### src/rtl/pipe_hazard_ctrl_if.sv
// ID-stage hazard bus: instruction/EX fields into the hazard controller,
// pipeline enables, flushes and mult/div status back out.
interface pipe_hazard_ctrl_if;
   logic [4:0]  id_rs;
   logic [4:0]  id_rt;
   logic        id_uses_rs;
   logic        id_uses_rt;
   logic        id_is_muldiv;
   logic        id_reads_hilo;
   logic [4:0]  ex_rd;
   logic        ex_mem_read;
   logic        ex_branch_taken;
   logic        pc_write;
   logic        if_id_write;
   logic        if_id_flush;
   logic        id_ex_flush;
   logic        md_start;
   logic        md_busy;
   logic [15:0] stall_cycles;

   modport master (
      output id_rs, id_rt, id_uses_rs, id_uses_rt, id_is_muldiv, id_reads_hilo,
             ex_rd, ex_mem_read, ex_branch_taken,
      input  pc_write, if_id_write, if_id_flush, id_ex_flush, md_start, md_busy,
             stall_cycles
   );

   modport slave (
      input  id_rs, id_rt, id_uses_rs, id_uses_rt, id_is_muldiv, id_reads_hilo,
             ex_rd, ex_mem_read, ex_branch_taken,
      output pc_write, if_id_write, if_id_flush, id_ex_flush, md_start, md_busy,
             stall_cycles
   );
endinterface

### src/rtl/pipe_hazard_ctrl.sv
// Hazard/stall sequencer for the 5-stage MIPS core: load-use bubbles, taken-branch
// squashes and mult/div occupancy tracking with a latency countdown.
module pipe_hazard_ctrl #(
   parameter int MD_LAT = 32,
   parameter int CNT_W  = 6
) (
   input  logic              clk,
   input  logic              rst_n,
   pipe_hazard_ctrl_if.slave hz
);

   typedef enum logic {RUN, BUSY} state_t;

   localparam logic [CNT_W-1:0] MD_LOAD = CNT_W'(MD_LAT - 1);

   state_t           state;
   logic [CNT_W-1:0] md_cnt;
   logic [15:0]      stall_cnt;

   logic lu;
   logic mc;
   logic pc_write_c;
   logic if_id_write_c;
   logic if_id_flush_c;
   logic id_ex_flush_c;
   logic md_start_c;

   function automatic logic [15:0] sat_inc(input logic [15:0] v);
      return (v == 16'hFFFF) ? v : v + 16'd1;
   endfunction

   // $0 is hardwired zero, so a load targeting it never creates a dependency.
   always_comb begin
      lu = hz.ex_mem_read && (hz.ex_rd != 5'd0) &&
           ((hz.id_uses_rs && (hz.id_rs == hz.ex_rd)) ||
            (hz.id_uses_rt && (hz.id_rt == hz.ex_rd)));
      mc = (state == BUSY) && (hz.id_is_muldiv || hz.id_reads_hilo);

      pc_write_c    = 1'b1;
      if_id_write_c = 1'b1;
      if_id_flush_c = 1'b0;
      id_ex_flush_c = 1'b0;
      md_start_c    = 1'b0;

      // A squashed mult/div must never start, so the branch wins over everything.
      if (hz.ex_branch_taken) begin
         if_id_flush_c = 1'b1;
         id_ex_flush_c = 1'b1;
      end else if (lu || mc) begin
         pc_write_c    = 1'b0;
         if_id_write_c = 1'b0;
         id_ex_flush_c = 1'b1;
      end else if ((state == RUN) && hz.id_is_muldiv) begin
         md_start_c = 1'b1;
      end
   end

   always_ff @(posedge clk or negedge rst_n) begin
      if (!rst_n) begin
         state     <= RUN;
         md_cnt    <= '0;
         stall_cnt <= 16'd0;
      end else begin
         case (state)
            RUN: begin
               if (md_start_c) begin
                  state  <= BUSY;
                  md_cnt <= MD_LOAD;
               end
            end
            BUSY: begin
               // The md_cnt==0 cycle is still BUSY; RUN resumes on the following one.
               if (md_cnt == '0) state  <= RUN;
               else              md_cnt <= md_cnt - CNT_W'(1);
            end
            default: state <= RUN;
         endcase
         if (!pc_write_c) stall_cnt <= sat_inc(stall_cnt);
      end
   end

   assign hz.pc_write     = pc_write_c;
   assign hz.if_id_write  = if_id_write_c;
   assign hz.if_id_flush  = if_id_flush_c;
   assign hz.id_ex_flush  = id_ex_flush_c;
   assign hz.md_start     = md_start_c;
   assign hz.md_busy      = (state == BUSY);
   assign hz.stall_cycles = stall_cnt;

endmodule

### src/flat_wrapper.sv
// flat-port wrapper written by rule: the top's interface ports become plain ports
module pipe_hazard_ctrl_flat 
#(
   parameter int MD_LAT = 32,
   parameter int CNT_W  = 6
)
  (clk, rst_n, hz_id_rs, hz_id_rt, hz_id_uses_rs, hz_id_uses_rt, hz_id_is_muldiv, hz_id_reads_hilo, hz_ex_rd, hz_ex_mem_read, hz_ex_branch_taken, hz_pc_write, hz_if_id_write, hz_if_id_flush, hz_id_ex_flush, hz_md_start, hz_md_busy, hz_stall_cycles);
  pipe_hazard_ctrl_if hz_i ();
  input  logic clk;
  input  logic rst_n;
  input wire logic [$bits(hz_i.id_rs)-1:0] hz_id_rs;
  input wire logic [$bits(hz_i.id_rt)-1:0] hz_id_rt;
  input wire logic [$bits(hz_i.id_uses_rs)-1:0] hz_id_uses_rs;
  input wire logic [$bits(hz_i.id_uses_rt)-1:0] hz_id_uses_rt;
  input wire logic [$bits(hz_i.id_is_muldiv)-1:0] hz_id_is_muldiv;
  input wire logic [$bits(hz_i.id_reads_hilo)-1:0] hz_id_reads_hilo;
  input wire logic [$bits(hz_i.ex_rd)-1:0] hz_ex_rd;
  input wire logic [$bits(hz_i.ex_mem_read)-1:0] hz_ex_mem_read;
  input wire logic [$bits(hz_i.ex_branch_taken)-1:0] hz_ex_branch_taken;
  output wire logic [$bits(hz_i.pc_write)-1:0] hz_pc_write;
  output wire logic [$bits(hz_i.if_id_write)-1:0] hz_if_id_write;
  output wire logic [$bits(hz_i.if_id_flush)-1:0] hz_if_id_flush;
  output wire logic [$bits(hz_i.id_ex_flush)-1:0] hz_id_ex_flush;
  output wire logic [$bits(hz_i.md_start)-1:0] hz_md_start;
  output wire logic [$bits(hz_i.md_busy)-1:0] hz_md_busy;
  output wire logic [$bits(hz_i.stall_cycles)-1:0] hz_stall_cycles;
  assign hz_i.id_rs = hz_id_rs;
  assign hz_i.id_rt = hz_id_rt;
  assign hz_i.id_uses_rs = hz_id_uses_rs;
  assign hz_i.id_uses_rt = hz_id_uses_rt;
  assign hz_i.id_is_muldiv = hz_id_is_muldiv;
  assign hz_i.id_reads_hilo = hz_id_reads_hilo;
  assign hz_i.ex_rd = hz_ex_rd;
  assign hz_i.ex_mem_read = hz_ex_mem_read;
  assign hz_i.ex_branch_taken = hz_ex_branch_taken;
  assign hz_pc_write = hz_i.pc_write;
  assign hz_if_id_write = hz_i.if_id_write;
  assign hz_if_id_flush = hz_i.if_id_flush;
  assign hz_id_ex_flush = hz_i.id_ex_flush;
  assign hz_md_start = hz_i.md_start;
  assign hz_md_busy = hz_i.md_busy;
  assign hz_stall_cycles = hz_i.stall_cycles;
  pipe_hazard_ctrl #(.MD_LAT(MD_LAT), .CNT_W(CNT_W)) u_core (.clk(clk), .rst_n(rst_n), .hz(hz_i));
endmodule
### config.mk
export PLATFORM = sky130hd
export DESIGN_NAME = pipe_hazard_ctrl_flat
export DESIGN_NICKNAME = d
export VERILOG_FILES = /design/src/rtl/pipe_hazard_ctrl_if.sv /design/src/rtl/pipe_hazard_ctrl.sv /design/src/flat_wrapper.sv
export SDC_FILE = /design/constraint.sdc
export NUM_CORES = 1
export LEC_CHECK = 0
export ABC_AREA = 1
export CAP_MARGIN = 20
export CORE_ASPECT_RATIO = 0.7
export CORE_MARGIN = 2
export CORE_UTILIZATION = 48
export DETAILED_ROUTE_END_ITERATION = 10
export HOLD_SLACK_MARGIN = 0.03
export PLACE_DENSITY_LB_ADDON = 0.15
export SLEW_MARGIN = 10
export SYNTH_ARGS = -nofsm -noshare
export SYNTH_HDL_FRONTEND = slang
export SYNTH_SLANG_ARGS = --single-unit
### constraint.sdc
create_clock -name clk -period 1.9 [get_ports clk]
set_input_delay 0.38 -clock clk [delete_from_list [all_inputs] [get_ports clk]]
set_output_delay 0.38 -clock clk [all_outputs]
set_load 0.05 [all_outputs]
==> out/metrics.csv <==
metric;value;unit
p_leak;0.00114;uW
antenna_found_initial;0;
num_vias;1578;
ios;45;
yosys_register_bits;23;
multi_input_area;862;um^2
period_minus_slack;1.78;ns
reg2reg_setup_slack;0.20;ns
synth.area.top_cells;dfrtp_1 35%, nand2_1 17%, inv_1 9.9%, nand3_1 5.5%, nor2_1 4.8%;
synthCells;240;
maxCapViolCount;0;
hold_path.class;input port to asynchronous set/reset pin;
cts_root_buf;clkbuf_8;
yosysUniqueCellTypes;25;
status;complete, no violations;
clkSlewWorstSetupHoldPaths;0.08;ns
cts-buffers-inserted;3;
clock_latency;0.26;ns
pre_cts_slack;-0.262;ns
rsz0062_at_grt;false;
r2r_start;u_core.hz.stall_cycles[0];
seq_power_share;0.357;
arrival;1.40;ns
die_h;52.8;um
hpwl;2830;um
finalSetupViolations;0;
drive_above_1_share;0.235;
post-route-util;0.696;
num-fill-cells;286;
hold_viol;0;
wl_per_cell;10.9;um
switching_share;0.449;
gr-usage-all-layers;0.213;
num_antenna_cells;0;
gp_congestion;0.811;
dp_cells;327;
synth.largest_area_cell;dfrtp_1;
grt_start_max_net_pins;30;
grt_pass1_vias;1457;
max_clock_freq;0.562;GHz
power_density;961;nW/um^2
yosysWarnings;0;
rows;17;
tightestPinTransition;0.302;ns
final_nets;320;
grt_overflow;0;
worst_slack;0.121;ns
peakVddDrop;718;uV
pwr-share-comb;0.498;
r2r_end;u_core.hz.stall_cycles[8];
finalWirelength;3620;um
relSlewSlack;0.799;
cp-end-kind;primary output;
avgViaCountPerCell;4.75;
p_switching;959;uW
clock-sinks;23;
regArea;579;um^2
path_max_fanout;2;
synth.top_cell.area_share;0.352;
final_cell_mix;72 x nand2_1, 39 x inv_1, 28 x buf_4;
chipWidth;73.7;um
start_util;0.512;
synth_fp_nets;265;
slew_viol_final;0;
grt_pass1_wl;6290;um
fin_crit_sh;0.936;
p_int;1180;uW
worstSetupPathType;input port to primary output;
die_area;3890;um^2
first_iter_violations;63;
port_buffers;44;
seq_area_frac_synth;0.352;
area_growth;35.9;%
syn_area_per_cell;6.81;um^2
antenna_left;0;
syn_area;1630;um^2
reg2reg_depth;10;
clock_skew;0.00113;ns
stdcell_count;332;
fp.coreArea;3190;um^2
cts.htree.levels;1;
final_common_cell;nand2_1;
cts_tree;yes;
firstDrtPassIters;4;
required;1.52;ns
clockPowerShare;0.145;
drc;0;
worstSetupStartpointType;input port;
clk_path_buf_depth;2;
==> stage by stage <==
step	TNS (ns)	power, uW	cell area (um^2)	hold WS (ns)
2_1_floorplan	-0.00929	1460	1640	0.0844
3_3_place_gp	-3.49	1800	2180	0.506
3_5_place_dp	-4.26	1830	2180	0.527
4_1_cts	0	2150	2220	0.476
5_1_grt	0	2300	2220	0.493
6_report	0	2130	2220	0.457
==> registers in the layout, summed over array words and instances, names as in the netlist <==
register,flops
u_core.hz.stall_cycles,16
u_core.md_cnt,6
u_core.hz.md_busy,1
==> synthesized netlist by cell type, drive strengths merged <==
cell / number
nand2: 82
inv: 43
dfrtp: 23
nor2: 21
nand3: 19
o21ai: 18
xor2: 7
xnor2: 6
buf: 5
nand4: 5
nor3: 4
ha: 2
a21oi: 1
clkbuf: 1
nand3b: 1
o21a: 1
or2: 1
==> power groups by stage <==
stage | clock network [uW] | logic (uW) | registers (uW)
2_1_floorplan | 0 | 551 | 911
3_3_place_gp | 0 | 1030 | 763
3_5_place_dp | 0 | 1060 | 768
4_1_cts | 318 | 1070 | 760
5_1_grt | 339 | 1180 | 784
6_report | 310 | 1060 | 762
==> layer usage <==
| layer | vias to the layer above | GRT usage | part of all wire |
|---|---|---|---|
| met5 | - | 0 | 0 |
| met4 | 0 | 0.0424 | 0 |
| met3 | 0 | 0.0558 | 0.051 |
| met2 | 37 | 0.320 | 0.42 |
| met1 | 699 | 0.307 | 0.53 |
| li1 | 842 | - | - |
==> final cells by class <==
class                   count  area share
flip-flops and latches     23       0.261
inverters                  43      0.0727
multi-input cells         168       0.388
clock inverters             1     0.00225
well taps                  38      0.0214
clock buffers               3      0.0186
repair buffers             56       0.236
==> kinds of logic (layout without fill, tap and decap cells) <==
| kind of cell | count (synthesis) | count (layout) | share of synthesized area |
|---|---|---|---|
| AO/OA/AOI/OAI | 20 | 20 | 0.0766 |
| XOR/XNOR | 13 | 13 | 0.0697 |
| adder cells (fa/ha/maj) | 2 | 2 | 0.0153 |
| buffers and inverters | 49 | 103 | 0.129 |
| flip-flops | 23 | 23 | 0.352 |
| AND/OR/NAND/NOR | 133 | 133 | 0.357 |
==> timing repair <==
item | 4_1_cts | 5_1_grt
hold buffers | 0 | 0
setup buffers | 2 | 0
pin swaps | 12 | 17
setup endpoints to repair | 4 | 7
hold endpoints to repair | 0 | 0
gates resized for setup | 20 | 23
==> worst max-delay path, cell delays in order <==
cell	delay [ns]
clkdlybuf4s50_1	0.41
o21ai_0	0.16
buf_4	0.14
nand2_2	0.07
nand2_4	0.09
buf_12	0.14
==> worst max path at each step <==
stage	from	endpoint	slack [ns]	cells after the start
2_1_floorplan	u_core.hz.md_busy	hz_pc_write	-0.009	5
3_3_place_gp	hz_ex_rd[4]	hz_if_id_write	-0.24	11
3_5_place_dp	hz_ex_rd[4]	hz_pc_write	-0.26	11
4_1_cts	hz_id_uses_rs	hz_pc_write	0.003	9
5_1_grt	hz_id_rs[1]	hz_md_start	0.005	11
6_report	hz_id_is_muldiv	hz_pc_write	0.12	6
(Power assumes the default switching activity.)
